## config.mk

```make
export PLATFORM = sky130hd
export DESIGN_NAME = unix_time_bcd
export DESIGN_NICKNAME = d
export VERILOG_FILES = /design/src/rtl/unix_time_pkg.sv /design/src/rtl/bin2bcd6.sv /design/src/rtl/unix_time_bcd.sv
export SDC_FILE = /design/constraint.sdc
export NUM_CORES = 1
export LEC_CHECK = 0
export ABC_AREA = 1
export BUFFER_PORTS_ARGS = -buffer_cell sky130_fd_sc_hd__buf_4
export CORE_MARGIN = 3
export CORE_UTILIZATION = 40
export DETAILED_ROUTE_END_ITERATION = 7
export MAX_ROUTING_LAYER = met4
export PLACE_DENSITY = 0.63
export SYNTH_ARGS = -nofsm -noshare
export SYNTH_HDL_FRONTEND = slang
export SYNTH_SLANG_ARGS = --single-unit
```

## constraint.sdc

```tcl
create_clock -name clk -period 3.2 [get_ports clk]
set_input_delay 0.32 -clock clk [delete_from_list [all_inputs] [get_ports clk]]
set_output_delay 0.32 -clock clk [all_outputs]
set_load 0.02 [all_outputs]
```

## src/rtl/unix_time_pkg.sv

```systemverilog
// Shared state type and timekeeping constants for the unix-time to BCD clock converter.
package unix_time_pkg;

  typedef enum logic [2:0] {
    S_IDLE,
    S_DAY,
    S_HOUR,
    S_MIN,
    S_BCD
  } state_t;

  localparam logic [17:0] SEC_PER_DAY  = 18'd86400;
  localparam logic [17:0] SEC_PER_HOUR = 18'd3600;
  localparam logic [17:0] SEC_PER_MIN  = 18'd60;
  localparam logic [3:0]  BLANK_DIGIT  = 4'hF;

endpackage

```

## src/rtl/bin2bcd6.sv

```systemverilog
// Combinational 6-bit binary (0..59) to two BCD digits; values above 59 show blank digits.
module bin2bcd6
  import unix_time_pkg::*;
(
  input  logic [5:0] bin,
  output logic [3:0] tens,
  output logic [3:0] ones
);

  logic [5:0] offs;

  always_comb begin
    tens = 4'd0;
    offs = 6'd0;
    if (bin >= 6'd50) begin
      tens = 4'd5;
      offs = 6'd50;
    end else if (bin >= 6'd40) begin
      tens = 4'd4;
      offs = 6'd40;
    end else if (bin >= 6'd30) begin
      tens = 4'd3;
      offs = 6'd30;
    end else if (bin >= 6'd20) begin
      tens = 4'd2;
      offs = 6'd20;
    end else if (bin >= 6'd10) begin
      tens = 4'd1;
      offs = 6'd10;
    end
    ones = 4'(bin - offs);
    if (bin > 6'd59) begin
      tens = BLANK_DIGIT;
      ones = BLANK_DIGIT;
    end
  end

endmodule

```

## src/rtl/unix_time_bcd.sv

```systemverilog
// Converts a unix seconds counter (plus a timezone offset) into BCD hh:mm:ss using
// a bit-serial restoring divider: 64 steps mod-day, 17 steps per hour, 12 per minute, 1 BCD cycle.
module unix_time_bcd
  import unix_time_pkg::*;
#(
  parameter longint signed TZ_OFFSET_SEC = 28800
) (
  input  logic        clk,
  input  logic        reset,
  input  logic [63:0] counter,
  output logic [7:0]  hour_bcd,
  output logic [7:0]  min_bcd,
  output logic [7:0]  sec_bcd,
  output logic        busy,
  output logic        done
);

  localparam logic [63:0] TZ_ADD = 64'(TZ_OFFSET_SEC);

  state_t      state, state_nxt;
  logic [63:0] last_cnt;
  logic        captured;
  logic        start;
  logic [63:0] dvd, dvd_next;
  logic [16:0] rem, rem_next;
  logic [17:0] rem_shift, divisor;
  logic        qbit;
  logic [6:0]  step;
  logic        last_step;
  logic [4:0]  hours;
  logic [5:0]  minutes, seconds;
  logic [3:0]  h_tens, h_ones, m_tens, m_ones, s_tens, s_ones;

  assign start = (state == S_IDLE) && (!captured || counter != last_cnt);
  assign busy  = (state != S_IDLE);

  // One restoring-division step; quotient bits shift into the low end of dvd.
  always_comb begin
    divisor   = SEC_PER_DAY;
    last_step = 1'b0;
    case (state)
      S_DAY: begin
        divisor   = SEC_PER_DAY;
        last_step = (step == 7'd63);
      end
      S_HOUR: begin
        divisor   = SEC_PER_HOUR;
        last_step = (step == 7'd16);
      end
      S_MIN: begin
        divisor   = SEC_PER_MIN;
        last_step = (step == 7'd11);
      end
      default: ;
    endcase
    rem_shift = {rem, dvd[63]};
    qbit      = (rem_shift >= divisor);
    rem_next  = qbit ? 17'(rem_shift - divisor) : rem_shift[16:0];
    dvd_next  = {dvd[62:0], qbit};
  end

  always_ff @(posedge clk) begin
    if (reset) state <= S_IDLE;
    else       state <= state_nxt;
  end

  always_comb begin
    state_nxt = state;
    case (state)
      S_IDLE:  if (start) state_nxt = S_DAY;
      S_DAY:   if (last_step) state_nxt = S_HOUR;
      S_HOUR:  if (last_step) state_nxt = S_MIN;
      S_MIN:   if (last_step) state_nxt = S_BCD;
      S_BCD:   state_nxt = S_IDLE;
      default: state_nxt = S_IDLE;
    endcase
  end

  always_ff @(posedge clk) begin
    if (reset) begin
      last_cnt <= '0;
      captured <= 1'b0;
      dvd      <= '0;
      rem      <= '0;
      step     <= '0;
      hours    <= '0;
      minutes  <= '0;
      seconds  <= '0;
      hour_bcd <= 8'h00;
      min_bcd  <= 8'h00;
      sec_bcd  <= 8'h00;
      done     <= 1'b0;
    end else begin
      done <= 1'b0;
      case (state)
        S_IDLE: begin
          if (start) begin
            dvd      <= counter + TZ_ADD;
            rem      <= '0;
            step     <= '0;
            last_cnt <= counter;
            captured <= 1'b1;
          end
        end
        S_DAY, S_HOUR, S_MIN: begin
          step <= last_step ? 7'd0 : step + 7'd1;
          if (!last_step) begin
            dvd <= dvd_next;
            rem <= rem_next;
          end else if (state == S_DAY) begin
            dvd <= {rem_next, 47'd0};
            rem <= '0;
          end else if (state == S_HOUR) begin
            hours <= dvd_next[4:0];
            dvd   <= {rem_next[11:0], 52'd0};
            rem   <= '0;
          end else begin
            minutes <= dvd_next[5:0];
            seconds <= rem_next[5:0];
          end
        end
        S_BCD: begin
          hour_bcd <= {h_tens, h_ones};
          min_bcd  <= {m_tens, m_ones};
          sec_bcd  <= {s_tens, s_ones};
          done     <= 1'b1;
        end
        default: ;
      endcase
    end
  end

  bin2bcd6 u_hour (.bin({1'b0, hours}), .tens(h_tens), .ones(h_ones));
  bin2bcd6 u_min  (.bin(minutes),       .tens(m_tens), .ones(m_ones));
  bin2bcd6 u_sec  (.bin(seconds),       .tens(s_tens), .ones(s_ones));

endmodule

```

==> results.py <==
metrics = {
    "sta": {
        "finalSetupViolations": 0,
        "maxSlewViolCount": 0,
        "period_share_pct": 93.62,
        "period_minus_slack_ps": 2996,
        "max_freq_mhz": 333.8,
        "max_slew_margin_pct": 31.92,
        "hold_violations": 0,
        "tightest_slew_ps": 1021,
        "final.setup.tns_ps": 0,
        "worst_clock_skew_ps": 15.51,
    },
    "clocking": {
        "clock_tree.buffer_depth": 2,
        "cts.sinks": 196,
        "clockRootBuffer": "clkbuf_16",
        "htree_num_levels": 4,
        "cts_hold_buf": 0,
        "path_clk_slew_ps": 90,
        "cts_tree": "built",
        "clk_latency_ps": 450,
        "cts_made_buffers": 17,
    },
    "setup_path": {
        "slowest_delay_ps": 730,
        "cp_max_fo": 43,
        "worst_setup_path_start_kind": "flip-flop",
        "cpMostUsedCell": "nand2_1",
        "worst_path_max_delay_cell": "nor2_4",
        "crit_required_ps": 3570,
        "path_class": "reg -> reg",
        "rr_worst_depth": 14,
        "crit_chain": "inv_2 -> nand2_4 -> clkinvlp_4 -> buf_4 -> o21ai_0 -> inv_1 -> nand2_1 -> nor2_2 -> nor2_4 -> buf_12 -> nand2_1 -> o21ai_0 -> nand2_1 -> a21oi_1",
        "cp.arrival_ps": 3370,
        "endpoint_kind": "flip-flop",
    },
    "cells_and_area": {
        "antennaDiodeCount": 0,
        "area_delta_synth_final_pct": 14.65,
        "seq_area_sq_um": 3925,
        "multi_input_area_sq_um": 6849,
        "instances_no_fill": 2386,
        "nNetsFinal": 2076,
        "final_util_pct": 47.16,
        "fillers": 3119,
        "drive_gt1_share_pct": 9.491,
    },
    "global_route": {
        "grt_pass1_wl_um": 68450,
        "grt_pass1_vias": 11500,
        "grt_util_all_layers_pct": 28.87,
        "antenna_found_initial": 0,
        "grt_max_degree": 89,
        "gr-total-overflow": 0,
    },
    "synth": {
        "netlist_area_sq_um": 11970,
        "async_flop_share_pct": 0,
        "synth.avg_cell_area_sq_um": 6.216,
        "synth_edf_count": 0,
        "yosysTopAreaCell": "dfxtp_1",
        "synth_top_flop_cell": "dfxtp_1",
        "ys_ff_latch": 196,
        "yosysMostFrequentCell": "nand2_1",
        "netlist_top_cells_count": "nand2_1 (529), inv_1 (229), nor2_1 (197)",
        "yosysSeqAreaShare_pct": 32.79,
        "synth_top_area_share_pct": 32.79,
        "synthesis.instances": 1925,
        "synth_warnings": 0,
        "synthTopCellsByArea": "dfxtp_1 (33%), nand2_1 (17%), o21ai_0 (7.6%)",
        "synth_cell_types": 46,
    },
    "route": {
        "ant_nets": 0,
        "drcViolationCount": 0,
        "drtIter0Drc": 1269,
        "vias": 12670,
        "wire_per_inst_um": 18.72,
        "route.detailed.vias_per_inst": 5.309,
        "dr.pass1.iters": 6,
        "wirelength_um": 44680,
    },
    "place": {
        "place_congestion": 1.023,
        "dp_cells": 2347,
        "port_buffers": 89,
        "dp_hpwl_um": 34710,
    },
    "min_path": {
        "holdCritPathClass": "in -> reg",
        "min_path_cells": 3,
    },
    "floorplan": {
        "initial_core_util_pct": 41.14,
        "fp.dieW_um": 179.0,
        "fp.dieH_um": 179.0,
        "dieArea_sq_um": 32030,
        "num_rows": 62,
        "io_pins": 92,
        "coreArea_sq_um": 29090,
    },
    "flow_run": {
        "cap_viol_max_count": 0,
    },
    "outcome": {
        "status": "finished, final reports clean",
    },
    "power": {
        "powerDensity_nw_per_um2": 693.6,
        "ir_drop_mv": 0.6434,
        "p_leak_nw": 6.112,
    },
}
-- per-stage QoR --
step	setup WS [ps]	total power [W]	hold slack (ps)	cell area [sq um]
5_1_grt	-16.85	0.01018	157.6	13720
4_1_cts	47.20	0.009452	150.4	13600
3_5_place_dp	82.64	0.007262	455.3	13020
2_1_floorplan	665.0	0.005973	432.9	11970
6_report	204.2	0.009516	164.3	13720
3_3_place_gp	235.7	0.007222	445.9	13020
-- repair_timing --
item                                    4_1_cts  5_1_grt
hold endpoints to repair                      0        0
endpoints found under the setup margin        0       18
buffers inserted                              0        6
resized for setup                             0       13
-- layout by cell type (no fill, tap or decap), types with 5 or more instances in the layout --
| master | n |
|---|---|
| nand2_1 | 528 |
| inv_1 | 228 |
| nor2_1 | 196 |
| dfxtp_1 | 195 |
| o21ai_0 | 179 |
| a21oi_1 | 165 |
| buf_4 | 114 |
| nand3_1 | 106 |
| xor2_1 | 45 |
| nor3_1 | 41 |
| a31oi_1 | 28 |
| nand4_1 | 22 |
| clkbuf_16 | 17 |
| ha_1 | 13 |
| xnor2_1 | 12 |
| inv_2 | 8 |
| o22ai_1 | 6 |
| or2_2 | 6 |
| o21ai_1 | 5 |
| o211ai_1 | 5 |
| buf_12 | 5 |
-- routing by layer --
metal | up-vias | track usage, % | share of wire, %
met1 | 5853 | 42.70 | 49
met4 | 0 | 5.909 | 1.6
met2 | 442 | 41.90 | 42
met5 | - | - | 0
li1 | 6323 | - | -
met3 | 50 | 3.939 | 6.7
-- where the power goes --
group	leakage [nW]	switching [W]	internal (W)
sequential	1.61	0.000346	0.00304
clock	0.284	0.00114	0.00105
combinational	4.22	0.00268	0.00126
total	6.11	0.00416	0.00535
-- flip-flops by register name, summed over array words and instances, names as in the netlist --
register / flops
state: 3
hours: 5
seconds: 6
step: 7
dvd: 64
last_cnt: 64
min_bcd: 8
rem: 17
captured: 1
sec_bcd: 8
minutes: 6
hour_bcd: 6
done: 1
-- cells by family (layout without fill, tap and decap cells) --
group	after synthesis	count (layout)	synth area share [%]
AO/OA/AOI/OAI	403	403	17.71
XOR/XNOR	57	57	4.172
adder cells (fa/ha/maj)	21	21	2.447
buffers and inverters	315	391	10.51
flip-flops	196	196	32.79
other	1	2	0.03134
AND/OR/NAND/NOR	932	932	32.34
-- cell type report --
cell class	instances	share of cell area, %
Sequential cell	196	28.61
Clock buffer	18	3.128
Inverter	238	6.566
Tap cell	384	3.502
Timing Repair inverter	1	0.05472
Clock inverter	14	1.167
Multi-Input combinational cell	1415	49.92
Timing Repair Buffer	120	7.050
-- final timing paths --
| check | start | to | slack [ps] |
|---|---|---|---|
| worst max register to register | state[2] | dvd[15] | 200 |
| worst min-delay path | counter[5] | last_cnt[5] | 160 |
| worst max-delay path | state[2] | dvd[15] | 200 |
| worst min register to register | last_cnt[36] | last_cnt[36] | 470 |
-- worst max-delay path, delay by kind of cell (launching register included) --
kind,cells,cell delay [ps]
flops,1,370
buf+inv,5,940
compound gates,3,370
simple gates,6,1190
Power figures use the tool's default switching activity.
